File: src/rtl/decoder_pkg.sv
// Shared types and constants for the decoder stimulus sequencer and its button debouncer.
package decoder_pkg;

  localparam int unsigned SEQ_WIDTH = 3;
  localparam logic [SEQ_WIDTH-1:0] SEQ_MAX = 3'd7;

  typedef enum logic [1:0] {
    StIdle,
    StConfirm,
    StPressed
  } deb_state_e;

  // Next sequence value, wrapping at both ends of 0..SEQ_MAX.
  function automatic logic [SEQ_WIDTH-1:0] seq_next(input logic [SEQ_WIDTH-1:0] cur,
                                                     input logic up);
    logic [SEQ_WIDTH-1:0] nxt;
    if (up) begin
      nxt = (cur == SEQ_MAX) ? '0 : cur + SEQ_WIDTH'(1);
    end else begin
      nxt = (cur == '0) ? SEQ_MAX : cur - SEQ_WIDTH'(1);
    end
    return nxt;
  endfunction

endpackage

File: src/rtl/button_debouncer.sv
// Push-button debouncer: 2-flop synchronizer, three-state confirm FSM and a one-cycle
// pulse on acceptance. A button already held when reset is released is ignored until it
// has been seen released once.
module button_debouncer
  import decoder_pkg::*;
#(
  parameter int unsigned DEBOUNCE_CYCLES = 16
) (
  input  logic clk,
  input  logic rst_n,
  input  logic btn_raw,
  output logic step_pulse
);

  localparam int unsigned CntW = $clog2(DEBOUNCE_CYCLES + 1);
  localparam logic [CntW-1:0] LastCnt = CntW'(DEBOUNCE_CYCLES - 1);

  logic [1:0]    sync_q;
  logic [1:0]    fill_q;
  logic          armed_q;
  logic          btn_sync;
  deb_state_e    state_q, state_d;
  logic [CntW-1:0] cnt_q, cnt_d;

  assign btn_sync = sync_q[1];

  // Synchronizer plus arming: fill_q marks when sync_q holds real samples, armed_q is set
  // once a released button has been observed after reset.
  always_ff @(posedge clk or negedge rst_n) begin
    if (!rst_n) begin
      sync_q  <= '0;
      fill_q  <= '0;
      armed_q <= 1'b0;
    end else begin
      sync_q <= {sync_q[0], btn_raw};
      fill_q <= {fill_q[0], 1'b1};
      if (fill_q[1] && !btn_sync) begin
        armed_q <= 1'b1;
      end
    end
  end

  // FSM state and sample counter register.
  always_ff @(posedge clk or negedge rst_n) begin
    if (!rst_n) begin
      state_q <= StIdle;
      cnt_q   <= '0;
    end else begin
      state_q <= state_d;
      cnt_q   <= cnt_d;
    end
  end

  // Next state: count consecutive high samples to accept, consecutive low samples to release.
  always_comb begin
    state_d = state_q;
    cnt_d   = cnt_q;
    unique case (state_q)
      StIdle: begin
        cnt_d = '0;
        if (armed_q && btn_sync) begin
          state_d = StConfirm;
          cnt_d   = CntW'(1);
        end
      end
      StConfirm: begin
        if (!btn_sync) begin
          state_d = StIdle;
          cnt_d   = '0;
        end else if (cnt_q >= LastCnt) begin
          state_d = StPressed;
          cnt_d   = '0;
        end else begin
          cnt_d = cnt_q + CntW'(1);
        end
      end
      StPressed: begin
        if (btn_sync) begin
          cnt_d = '0;
        end else if (cnt_q >= LastCnt) begin
          state_d = StIdle;
          cnt_d   = '0;
        end else begin
          cnt_d = cnt_q + CntW'(1);
        end
      end
      default: begin
        state_d = StIdle;
        cnt_d   = '0;
      end
    endcase
  end

  // Pulse only on the CONFIRM->PRESSED transition.
  always_comb begin
    step_pulse = (state_q == StConfirm) && btn_sync && (cnt_q >= LastCnt);
  end

endmodule

File: src/rtl/decoder_stim_sequencer.sv
// Stimulus sequencer for the 4-to-2 decoder stage: a 3-bit up/down counter stepped by a
// debounced push-button, plus a captured auxiliary bit, all registered.
// Optional feature: define SEQ_AUTORUN_EN to add a free-running prescaler that issues an
// automatic step every AUTO_DIV cycles while auto_mode = 1.
module decoder_stim_sequencer
  import decoder_pkg::*;
#(
  parameter int unsigned DEBOUNCE_CYCLES = 16,
  parameter int unsigned AUTO_DIV        = 50_000_000
) (
  input  logic clk,
  input  logic rst_n,
  input  logic btn_step,
  input  logic dir,
  input  logic aux_in,
  input  logic hold,
  input  logic auto_mode,
  output logic A,
  output logic B,
  output logic C,
  output logic D,
  output logic valid
);

  logic                 btn_pulse;
  logic                 auto_step;
  logic                 step_fire;
  logic [SEQ_WIDTH-1:0] count_q, count_d;
  logic                 aux_q, aux_d;
  logic                 valid_q, valid_d;

  button_debouncer #(
    .DEBOUNCE_CYCLES(DEBOUNCE_CYCLES)
  ) u_debouncer (
    .clk       (clk),
    .rst_n     (rst_n),
    .btn_raw   (btn_step),
    .step_pulse(btn_pulse)
  );

`ifdef SEQ_AUTORUN_EN
  localparam int unsigned PrescW = (AUTO_DIV > 1) ? $clog2(AUTO_DIV) : 1;
  localparam logic [PrescW-1:0] PrescLast = PrescW'(AUTO_DIV - 1);

  logic [PrescW-1:0] presc_q, presc_d;

  // Prescaler next value: wraps at AUTO_DIV-1, held clear while auto_mode is off.
  always_comb begin
    presc_d = presc_q;
    if (!auto_mode || (presc_q == PrescLast)) begin
      presc_d = '0;
    end else begin
      presc_d = presc_q + PrescW'(1);
    end
  end

  // Prescaler register.
  always_ff @(posedge clk or negedge rst_n) begin
    if (!rst_n) begin
      presc_q <= '0;
    end else begin
      presc_q <= presc_d;
    end
  end

  assign auto_step = auto_mode && (presc_q == PrescLast);
`else
  logic unused_cfg;
  assign unused_cfg = auto_mode | (AUTO_DIV == 0);
  assign auto_step  = 1'b0;
`endif

  // Coincident manual and auto requests merge into one step.
  assign step_fire = (btn_pulse | auto_step) & ~hold;

  // Next outputs: advance count and capture aux on an accepted step.
  always_comb begin
    count_d = count_q;
    aux_d   = aux_q;
    valid_d = step_fire;
    if (step_fire) begin
      count_d = seq_next(count_q, dir);
      aux_d   = aux_in;
    end
  end

  // Output registers.
  always_ff @(posedge clk or negedge rst_n) begin
    if (!rst_n) begin
      count_q <= '0;
      aux_q   <= 1'b0;
      valid_q <= 1'b0;
    end else begin
      count_q <= count_d;
      aux_q   <= aux_d;
      valid_q <= valid_d;
    end
  end

  assign A     = count_q[2];
  assign B     = count_q[1];
  assign C     = count_q[0];
  assign D     = aux_q;
  assign valid = valid_q;

endmodule

File: config.mk
export PLATFORM = sky130hd
export DESIGN_NAME = decoder_stim_sequencer
export DESIGN_NICKNAME = d
export VERILOG_FILES = /design/src/rtl/decoder_pkg.sv /design/src/rtl/button_debouncer.sv /design/src/rtl/decoder_stim_sequencer.sv
export SDC_FILE = /design/constraint.sdc
export NUM_CORES = 1
export LEC_CHECK = 0
export BUFFER_PORTS_ARGS = -buffer_cell sky130_fd_sc_hd__buf_2
export CORE_UTILIZATION = 56
export CTS_CLUSTER_SIZE = 16
export DETAILED_ROUTE_END_ITERATION = 7
export MAX_ROUTING_LAYER = met4
export PLACE_DENSITY = 0.76
export REMOVE_ABC_BUFFERS = 1
export SLEW_MARGIN = 30
export SYNTH_ARGS = -nofsm -noshare
export SYNTH_HDL_FRONTEND = slang
export SYNTH_SLANG_ARGS = --single-unit
File: constraint.sdc
create_clock -name clk -period 4.7 [get_ports clk]
set_input_delay 0.705 -clock clk [delete_from_list [all_inputs] [get_ports clk]]
set_output_delay 0.705 -clock clk [all_outputs]
set_load 0.02 [all_outputs]
# == After elaboration in Yosys (flattened, before gate mapping) ==
# Index checks and enable logic that the tools add are counted.
# Widths: inputs -> output; s select.
# op_classes
n_addsub,3
magnitude_cmp,1
eq_ne,7
muxes,14
bitwise_logic,2
n_reduce_logical,8
# ops
cell,count
$mux 5,3
$pmux 5 s3,1
$mux 2,5
$mux 3,3
$pmux 2 s3,1
$add 5x1->5 const B,1
$ge 5x4->1 const B,1
$logic_and 1x1->1,4
$ne 2x1->1 const B,2
$reduce_and 4->1,1
$add 3x1->3 const B,1
$eq 3x3->1 const B,1
$logic_not 3->1,1
$ne 3x3->1 const B,1
$sub 3x1->3 const B,1
$eq 2x1->1 const B,1
$eq 2x2->1 const B,1
$logic_not 2->1,1
$ne 2x2->1 const B,1
$and 1x1->1,1
$logic_not 1->1,1
$mux 1,1
$not 1->1,1
# totals
register_bits,17
input_bits,7
out_inout_bits,5
elab_cells,43

# == Depth between registers and ports, before layout ==
# Gate-level depths: netlist (run 1).
# depth
word_depth,4
ltp_mapped,7
ltp_nobuf,7

# == Cells and area by module ==
# From an unflattened synthesis (run 1), not the netlist that was laid out.
# hier_totals
hier_cells,71
hier_area_um2,815.8
# modules_own_cells
module,n_inst,cells_each,area_per_inst_um2,seq_area_each_um2
button_debouncer,1,45,525.5,300.3
decoder_stim_sequencer,1,26,290.3,125.1

# == Worst setup path after synthesis (run 1) ==
# OpenSTA, ideal clock, no wires.
# synth_timing
kind,flip-flop to flip-flop
from,register u_debouncer.cnt_q[0]
to,"register aux_q, in the netlist D"
setup_ns,0.125
arrival_time_ns,1.570
required_time_ns,4.575
slack_ns,3.005
stages_incl_launch_ff,7
n_path_buf,0
synth_period_minus_slack_ns,1.695
cell_sequence,dfrtp_1 > ha_1 > and3_2 > ha_1 > nor2_1 > a211oi_4 > mux2_4
# synth_via
elab_chain_len,3
# synth_lines
element,line_no,text
from (decl),button_debouncer.sv:23,"logic [CntW-1:0] cnt_q, cnt_d;"
from (signal assigned),button_debouncer.sv:50,cnt_q <= cnt_d;
$ge 5x4->1,button_debouncer.sv:96,step_pulse = (state_q == StConfirm) && btn_sync && (cnt_q >= LastCnt);
$logic_and 1x1->1,button_debouncer.sv:96,
$and 1x1->1,decoder_stim_sequencer.sv:74,assign step_fire = (btn_pulse | auto_step) & ~hold;
named net step_fire,decoder_stim_sequencer.sv:27,logic step_fire;
to (signal assigned),decoder_stim_sequencer.sv:95,aux_q <= aux_d;
to (decl),decoder_stim_sequencer.sv:29,"logic aux_q, aux_d;"
# The timed path passes the listed nets, and every way through them passes these cells.
# A chain may end at the register's enable or synchronous reset.

# == Worst setup path in the final report (run 1) ==
# layout_timing
from,register u_debouncer.cnt_q[0]
to,register u_debouncer.cnt_q[0]
# layout_via
elab_chain_len,4
elab_cells_between_ends,6
classes_between,add/sub: 1; order compare: 1; mux: 4
# layout_lines
element,line_no,text
$add 5x1->5 / $ge 5x4->1 (equally long branches),n/a,
$mux 5 *,"button_debouncer.sv:70, button_debouncer.sv:80",
$mux 5 (on tied branches),"button_debouncer.sv:78, button_debouncer.sv:67",
$pmux 5 s3 *,button_debouncer.sv:58,unique case (state_q)
named net u_debouncer.cnt_d[0],button_debouncer.sv:23,
# The timed path passes the listed nets; every way through them passes the cells marked *.

==> results of run 1 <==
[how the worst max path moves through the flow]
stage                            to  slack (ps)  cells past startpoint
3_3_place_gp   u_debouncer.cnt_q[0]        2870                      7
3_5_place_dp   u_debouncer.cnt_q[0]        2850                      7
2_1_floorplan                     D        3010                      6
5_1_grt        u_debouncer.cnt_q[0]        2750                      7
4_1_cts        u_debouncer.cnt_q[0]        2830                      7
6_report       u_debouncer.cnt_q[0]        2840                      7
[critical path: stages (launching register included)]
cell     delay (ps)
dfrtp_1         430
ha_1            230
and3_2          210
ha_1            180
nor2_1          230
and2_2          240
nand2_1         110
o22ai_1         160
[through the flow]
step                       util  hold slack [ps]  worst slack, ps  area [um2]
after global placement    0.701              334             2870         821
final                     0.723              313             2840         847
after detailed placement  0.701              338             2850         821
after CTS                 0.723              325             2830         847
after floorplan               -              331             3010         753
after global routing      0.723              322             2750         847
[final cells by class]
cell class	count	area, um2	area share
timing repair buffer	10	50.0	0.0591
tap	14	17.5	0.0207
inverter	7	26.3	0.0310
multi-input combinational	42	302	0.356
sequential	17	425	0.502
clock buffer	4	26.3	0.0310
[power groups by stage]
stage	registers, mW	clock network, mW	logic (mW)
floorplan	0.162	0	0.0121
global placement	0.160	0	0.0237
detailed placement	0.160	0	0.0246
CTS	0.157	0.0781	0.0245
global route	0.158	0.0874	0.0276
finish	0.157	0.0768	0.0240
[cells by family (layout without fill, tap and decap cells)]
logic type               after synthesis  count (layout)  share of synthesized area
XOR/XNOR                               1               1                     0.0116
other                                  1               1                    0.00498
buffers and inverters                  7              21                     0.0349
multiplexers                           1               1                     0.0199
AND/OR/NAND/NOR                       18              18                      0.130
adder cells (fa/ha/maj)                6               6                     0.0997
flip-flops                            17              17                      0.565
AO/OA/AOI/OAI                         15              15                      0.135
[placed cells by master (no fill, tap or decap), drive strengths merged, types with 2 or more instances in the layout]
master   n
dfrtp   17
buf     10
inv      7
nor2     6
ha       6
nand2    4
a21oi    4
o21ai    4
clkbuf   4
nand2b   3
a31oi    2
o22ai    2
and3     2
[layer usage]
layer	GRT usage	part of all wire	routed length [um]	up-vias
li1	-	-	-	253
met2	0.279	0.46	518	7
met1	0.248	0.48	541	235
met5	-	0	0	-
met4	0.181	0.035	40	0
met3	0.0520	0.027	31	4
[state kept, by name (all words and copies together) (netlist names)]
name / count
u_debouncer.cnt_q: 5
count_q: 3
u_debouncer.fill_q: 2
u_debouncer.state_q: 2
u_debouncer.sync_q: 2
D: 1
u_debouncer.armed_q: 1
valid: 1
==> reports/metrics.cfg, run 1 <==
[layout]
syn_to_final_growth_pct = 12.5
drive_above_1_share = 0.225
fillCellCount = 89
instances_no_fill = 94
layout.nets = 94
diodes = 0

[clock_network]
post_cts_resized = 0
cts_sinks = 17
cts_tree = built
worstSkewPairLatency_ps = 290
clkTransAtPathRegs_ps = 90
clockRootBuffer = clkbuf_4
htreeDepth = 1
clockBufferDepth = 2
post_cts_buffers = 0
cts_hold_buf = 0
cts_buffers = 3

[drt]
drc = 0
route.vias.total = 499
viasPerCell = 5.31
drt_iter0_drc = 6
wirelength_um = 1130
wl_per_cell_um = 12.0
drt_first_pass_iters = 4
ant_nets = 0

[synthesis]
synthTopCellsByArea = dfrtp_1, ha_1, inv_1
synth_cells = 66
synth_top_area_frac = 0.565
synth_top_cell_by_area = dfrtp_1
synth_ff_type = dfrtp_1
netlist_area_um2 = 753
ys_seq_area_frac = 0.565
synth_top_cells_by_count = dfrtp_1, inv_1, ha_1, nor2_1
synth_edf_count = 0
ys_warn_count = 0
ys_types = 22
async_reset_ff_frac = 1.00
synth.most_common_cell = dfrtp_1
ys_seq_elements = 17
synth.avg_cell_area_um2 = 11.4

[grt]
antenna_found_initial = 0
grt_pass1_vias = 468
grt_pass1_wl_um = 1880
grt_use_total = 0.205
grt_overflow_total = 0
grt_max_degree = 18

[power_and_ir_drop]
p_seq_frac = 0.609
switching_share = 0.245
switching_power_uw = 63.0
power.share.combinational = 0.093
p_int_uw = 195
p_clk_frac = 0.298
pwr_density_cell_nw_per_um2 = 304
peakVddDrop_uv = 277
p_leak_nw = 0.421
finalPower_uw = 258

[critical_path]
r2r_end = u_debouncer.cnt_q[0]
reg2reg_depth = 7
worstSetupPathType = flip-flop to flip-flop
cp-start-kind = flip-flop
required_ps = 4920
r2r_start = u_debouncer.cnt_q[0]
crit_arrival_ps = 2070
critPathLaunch = u_debouncer.cnt_q[0]
crit_path_end_kind = flip-flop
cp_max_fo = 5
r2r_slack_ps = 2840

[timing]
fin_crit_sh = 0.396
finalSetupTns_ps = 0
max_freq_ghz = 0.538
rsz0062_at_grt = no
finalCriticalPeriod_ps = 1860
slew_violations = 0
finClkSkew_ps = 1.90
final_hold_viol_count = 0
finalSetupViolCount = 0

[hold_path]
min_path_type = primary input to asynchronous set/reset pin

[die]
ios = 12
fp-row-count = 12
initial_core_util = 0.643
fp.dieW_um = 38.7
coreArea_um2 = 1170
dieArea_um2 = 1500
die_h_um = 38.7

[place]
finalWeightedCongestion = 0.634
dp_hpwl_um = 860
io_buffer_count = 10
dp.cells = 90

[run_status]
status = finished clean

[flow_run]
cap_violations = 0

Note: power is estimated with default switching activity, not from simulation.
==> run 2: changes to the inputs <==
- ABC_AREA: default -> 1
- CORE_UTILIZATION: 56 -> 53
- PLACE_DENSITY: 0.76 -> 0.72
- clock period: 4.7 -> 1.9 ns (I/O delays scaled with it)
==> reports/metrics.cfg, run 2 <==
[synthesis]
synth_ff_type = dfrtp_1
ys_seq_area_frac = 0.510  ; -0.0550
ys_types = 19  ; -14%
synth_edf_count = 0  ; unchanged
synth_top_area_frac = 0.510  ; -0.0550
synth.avg_cell_area_um2 = 8.78  ; -23%
synth_top_cell_by_area = dfrtp_1
synth_cells = 95  ; +44%
ys_seq_elements = 17  ; unchanged
synth_top_cells_by_count = nand2_1, dfrtp_1, inv_1
ys_warn_count = 0  ; unchanged
synthTopCellsByArea = dfrtp_1, nand2_1, ha_1
netlist_area_um2 = 835  ; +11%
synth.most_common_cell = nand2_1
async_reset_ff_frac = 1.00  ; unchanged

[place]
io_buffer_count = 10  ; unchanged
place_area_um2 = 903  ; +10%
dp.cells = 120  ; +33%
finalWeightedCongestion = 0.756  ; +19%
dp_worst_setup_slack_ps = 348  ; -2510 ps
dp_hpwl_um = 1030  ; +20%

[timing]
rsz0062_at_grt = no
finalCriticalPeriod_ps = 1570  ; -289 ps
fin_crit_sh = 0.826  ; +0.431
max_freq_ghz = 0.637  ; +18%
finalSetupViolCount = 0  ; unchanged
final_hold_viol_count = 0  ; unchanged
finalWorstSetupSlack_ps = 330  ; -2510 ps
slew_violations = 0  ; unchanged
finalSetupTns_ps = 0  ; unchanged
whs_ps = 107  ; -206 ps
finClkSkew_ps = 1.47  ; -0.434 ps

[clock_network]
worstSkewPairLatency_ps = 270  ; -20 ps
cts_sinks = 17  ; unchanged
clkTransAtPathRegs_ps = 90  ; about the same
clockBufferDepth = 2  ; unchanged
cts_buffers = 3  ; unchanged
cts_tree = built
post_cts_buffers = 0  ; unchanged
clockRootBuffer = clkbuf_4
htreeDepth = 1  ; unchanged
post_cts_resized = 0  ; unchanged

[critical_path]
cp_max_fo = 8  ; +3
required_ps = 2120  ; -2800 ps
crit_arrival_ps = 1790  ; -280 ps
cp-start-kind = flip-flop
critPathLaunch = u_debouncer.cnt_q[0]
crit_path_end_kind = flip-flop
worstSetupPathType = flip-flop to flip-flop
r2r_start = u_debouncer.cnt_q[0]

[die]
initial_core_util = 0.604  ; -0.0395
fp.dieW_um = 41.7  ; +7.8%
fp-row-count = 13  ; +1
die_h_um = 41.7  ; +7.8%
coreArea_um2 = 1380  ; +18%
ios = 12  ; unchanged
dieArea_um2 = 1740  ; +16%

[drt]
wl_per_cell_um = 10.7  ; -11%
route.vias.total = 642  ; +29%
wirelength_um = 1340  ; +18%
ant_nets = 0  ; unchanged
viasPerCell = 5.14  ; -3.2%
drt_iter0_drc = 21  ; +15
drc = 0  ; unchanged
drt_first_pass_iters = 4  ; unchanged

[hold_path]
hold_start = btn_step
min_path_type = primary input to flip-flop

[layout]
instances_no_fill = 125  ; +33%
final_cell_area_um2 = 940  ; +11%
seqCellArea_um2 = 425  ; unchanged
reg_top3 = u_debouncer.cnt_q: 5 flops, count_q: 3 flops
fin_util = 0.680  ; -0.0437
syn_to_final_growth_pct = 12.6
final_common_cell = nand2_1
layout_common_cells = nand2_1, dfrtp_1, inv_1, buf_2, nand3_1
drive_above_1_share = 0.200  ; -0.0250
layout.nets = 124  ; +32%
diodes = 0  ; unchanged
largest_reg_flops = 5  ; unchanged
fillCellCount = 123  ; +38%
multi_input_area_um2 = 349  ; +16%
regMostFlops = u_debouncer.cnt_q

[power_and_ir_drop]
pwr_density_cell_nw_per_um2 = 670  ; +120%
p_leak_nw = 0.524  ; +24%
finalPower_uw = 630  ; +140%
peakVddDrop_uv = 592  ; +110%

[grt]
antenna_found_initial = 0  ; unchanged
grt_pass1_vias = 599  ; +28%
grt_overflow_total = 0  ; unchanged
grt_pass1_wl_um = 2480  ; +32%
grt_use_total = 0.191  ; -0.0137
grt_max_degree = 18  ; unchanged

[flow_run]
cap_violations = 0  ; unchanged

[run_status]
status = finished clean

[run 2: changes by cell type after synthesis, moves of 2 or more]
cell,before,now
inv_1,7,14
nand2b_1,3,0
o22ai_1,2,0
a31oi_1,2,0
o21ai_0,3,1
inv_2,0,2
nor2_2,0,2
nand2_1,4,26
a21oi_1,4,0
nand2_2,0,2
nand3_1,0,9
[run 2: critical path, cell delays in order (launching register included)]
cell and delay (ps):
dfrtp_1 430, ha_1 250, nand2_1 80, nor2_1 50, ha_1 200, nor2_2 130
nand2_2 140, nand2_2 130, nand2_1 70, nand2_1 50
[run 2: worst paths after layout]
path	to	slack, ps	cells after the start
max in group asynchronous	u_debouncer.cnt_q[1]	1180	2
worst max-delay path	count_q[1]	330	9
min in group asynchronous	u_debouncer.sync_q[0]	450	2
worst max register to register	count_q[1]	330	9
worst min register to register	u_debouncer.sync_q[1]	360	0
worst min-delay path	u_debouncer.sync_q[0]	110	1
[run 2: routing by layer]
metal	part of all wire	GRT usage
met1	0.47	0.251
met2	0.49	0.300
met3	0.025	0.0391
met4	0.010	0.0581
met5	0	-
[run 2: final cells by class]
| class | instances | share of cell area |
|---|---|---|
| timing repair buffer | 11 | 0.0639 |
| inverter | 16 | 0.0639 |
| clock buffer | 4 | 0.0280 |
| multi-input combinational | 62 | 0.372 |
| sequential | 17 | 0.453 |
| tap | 15 | 0.0200 |
[run 2: power by group]
group          internal, mW  total, mW  switching, mW
Clock                0.0813      0.182          0.100
Combinational        0.0216     0.0593         0.0377
Sequential            0.376      0.389         0.0131
[run 2: logic make-up (layout without fill, tap and decap cells)]
kind of cell / Yosys count / count (layout) / share of synthesized area
XOR/XNOR: 1 / 1 / 0.0105
AO/OA/AOI/OAI: 3 / 3 / 0.0210
AND/OR/NAND/NOR: 51 / 51 / 0.292
adder cells (fa/ha/maj): 6 / 6 / 0.0900
buffers and inverters: 16 / 31 / 0.0720
other: 1 / 1 / 0.00449
flip-flops: 17 / 17 / 0.510
[run 2: timing repair]
| item | 4_1_cts | 5_1_grt |
|---|---|---|
| hold buffers | 1 | 0 |
| endpoints found under the hold margin | 17 | 0 |
| endpoints found under the setup margin | 0 | 0 |
==> run 3: changes to the inputs <==
- CORE_UTILIZATION: 53 -> 48
- PLACE_DENSITY: 0.72 -> 0.68
- clock period: 1.9 -> 1.4 ns (I/O delays scaled with it)
==> reports/metrics.cfg, run 3 (synthesis results as in run 2) <==
[grt]
grt_pass1_wl_um = 2660  ; +7.2%
grt_max_degree = 18  ; unchanged
grt_use_total = 0.194  ; +0.00318
met3_usage = 0.0500  ; +0.0109
antenna_found_initial = 0  ; unchanged
grt_overflow_total = 0  ; unchanged
grt_util_met2 = 0.284  ; -0.0164
grtUsageMet1 = 0.266  ; +0.0156
grt-busiest-layer = met2
grt_pass1_vias = 632  ; +5.5%

[drt]
drc = 0  ; unchanged
drt_first_pass_iters = 4  ; unchanged
ant_nets = 0  ; unchanged
drt_iter0_drc = 8  ; -62%
wirelength_um = 1480  ; +11%
viasPerCell = 4.90  ; -4.7%
route.vias.total = 656  ; +2.2%
wl_per_cell_um = 11.0  ; +3.2%

[hold_path]
hold_start = btn_step
min_path_type = primary input to flip-flop
hold_end = u_debouncer.sync_q[0]
hold_path_depth = 1  ; unchanged

[clock_network]
clockRootBuffer = clkbuf_4
clockBufferDepth = 2  ; unchanged
worstSkewPairLatency_ps = 290  ; +20 ps
clkTransAtPathRegs_ps = 100  ; about the same
cts_buffers = 3  ; unchanged
htreeDepth = 1  ; unchanged
cts_sinks = 17  ; unchanged
cts_tree = built

[flow_run]
cap_violations = 0  ; unchanged

[layout]
instances_no_fill = 134  ; +7.2%
regMostFlops = u_debouncer.cnt_q
largest_reg_flops = 5  ; unchanged
layout.nets = 132  ; +6.5%
syn_to_final_growth_pct = 25.2
drive_above_1_share = 0.314  ; +0.114
diodes = 0  ; unchanged
final_cell_area_um2 = 1040  ; +11%
layout_common_cells = nand2_1, dfrtp_1, inv_1, buf_2, nand3_1
reg_top3 = u_debouncer.cnt_q: 5 flops, count_q: 3 flops
final_common_cell = nand2_1

[timing]
finalSetupViolCount = 0  ; unchanged
whs_ps = 28.1  ; -79.2 ps
finalCriticalPeriod_ps = 1380  ; -189 ps
rsz0062_at_grt = yes
fin_crit_sh = 0.987  ; +0.160
final_hold_viol_count = 0  ; unchanged
max_freq_ghz = 0.724  ; +14%
finalSetupTns_ps = 0  ; unchanged
finClkSkew_ps = 7.32  ; +5.86 ps
slew_violations = 0  ; unchanged

[power_and_ir_drop]
switching_share = 0.254  ; +0.0141
pwr_density_cell_nw_per_um2 = 864  ; +29%
p_int_uw = 673  ; +41%
peakVddDrop_uv = 803  ; +36%
power.share.combinational = 0.130  ; +0.036
switching_power_uw = 229  ; +52%
p_leak_nw = 0.583  ; +11%
p_seq_frac = 0.579  ; -0.038
p_clk_frac = 0.291  ; +0.002
finalPower_uw = 903  ; +43%

[critical_path]
crit_arrival_ps = 1600  ; -190 ps
cp-start-kind = flip-flop
r2r_end = u_debouncer.cnt_q[4]
r2r_start = u_debouncer.cnt_q[1]
cp_max_fo = 4  ; -4
required_ps = 1620  ; -500 ps
reg2reg_depth = 8  ; -1
crit_path_end_kind = flip-flop
worstSetupPathType = flip-flop to flip-flop
r2r_slack_ps = 20  ; -310 ps

[place]
finalWeightedCongestion = 0.765  ; +1.1%
dp.cells = 126  ; +5.0%
place_area_um2 = 942  ; +4.3%
dp_hpwl_um = 1070  ; +3.6%
io_buffer_count = 10  ; unchanged

[run_status]
status = finished clean

[die]
initial_core_util = 0.535  ; -0.0683
coreArea_um2 = 1560  ; +13%
die_h_um = 43.7  ; +4.8%
fp-row-count = 14  ; +1
fp.dieW_um = 43.7  ; +4.8%
ios = 12  ; unchanged
dieArea_um2 = 1910  ; +9.9%

-- run 3: changes by cell type in the layout (fill, tap and decap cells not counted), sizes merged --
cell  before  now
buf       10   18
-- run 3: power by group through the flow --
stage / Clock (mW) / Combinational, mW / Sequential, mW
3_5_place_dp: 0 / 0.0978 / 0.531
6_report: 0.262 / 0.118 / 0.523
2_1_floorplan: 0 / 0.0504 / 0.533
4_1_cts: 0.271 / 0.112 / 0.522
3_3_place_gp: 0 / 0.0969 / 0.530
5_1_grt: 0.294 / 0.134 / 0.525
-- run 3: timing repair --
action,4_1_cts,5_1_grt
hold buffers,1,0
gates resized for setup,9,3
pin swaps,4,5
setup endpoints to repair,10,12
setup buffers,2,1
hold endpoints to repair,17,0
-- run 3: worst max-delay path by stage --
stage	start	to	slack, ps	cells after the start
after floorplan	u_debouncer.cnt_q[0]	count_q[0]	-4	9
after CTS	u_debouncer.cnt_q[1]	u_debouncer.cnt_q[4]	-6	8
after global placement	u_debouncer.cnt_q[0]	D	-50	9
final	u_debouncer.cnt_q[1]	u_debouncer.cnt_q[4]	20	8
after detailed placement	u_debouncer.cnt_q[0]	D	-70	9
after global routing	u_debouncer.cnt_q[0]	count_q[1]	-60	9
-- run 3: critical path, stage by stage (launching register included) --
cell and delay [ps]:
dfrtp_1 400, ha_2 210, nand2_2 60, nor2_2 30, ha_2 180, nor2_4 120
buf_6 120, nand3_4 90, nor2_2 90
-- run 3: metal layers --
layer / share of wire / routed length, um / vias to the layer above
met1: 0.47 / 689 / 300
met3: 0.033 / 49 / 2
met2: 0.49 / 728 / 12
met5: 0 / 0 / -
li1: - / - / 342
met4: 0.0068 / 10 / 0
-- run 3: stage by stage --
step | util | worst slack [ps]
after global placement | 0.604 | -51.4
after global routing | 0.670 | -61.6
after detailed placement | 0.604 | -65.4
after CTS | 0.661 | -6.18
final | 0.670 | 18.9
after floorplan | - | -4.35
-- run 3: layout make-up --
class / instances / area, um2
Multi-Input combinational cell: 62 / 389
Sequential cell: 17 / 425
Fill cell: 127 / 514
Timing Repair Buffer: 19 / 124
Tap cell: 16 / 20.0
Inverter: 16 / 60.1
Clock buffer: 4 / 26.3
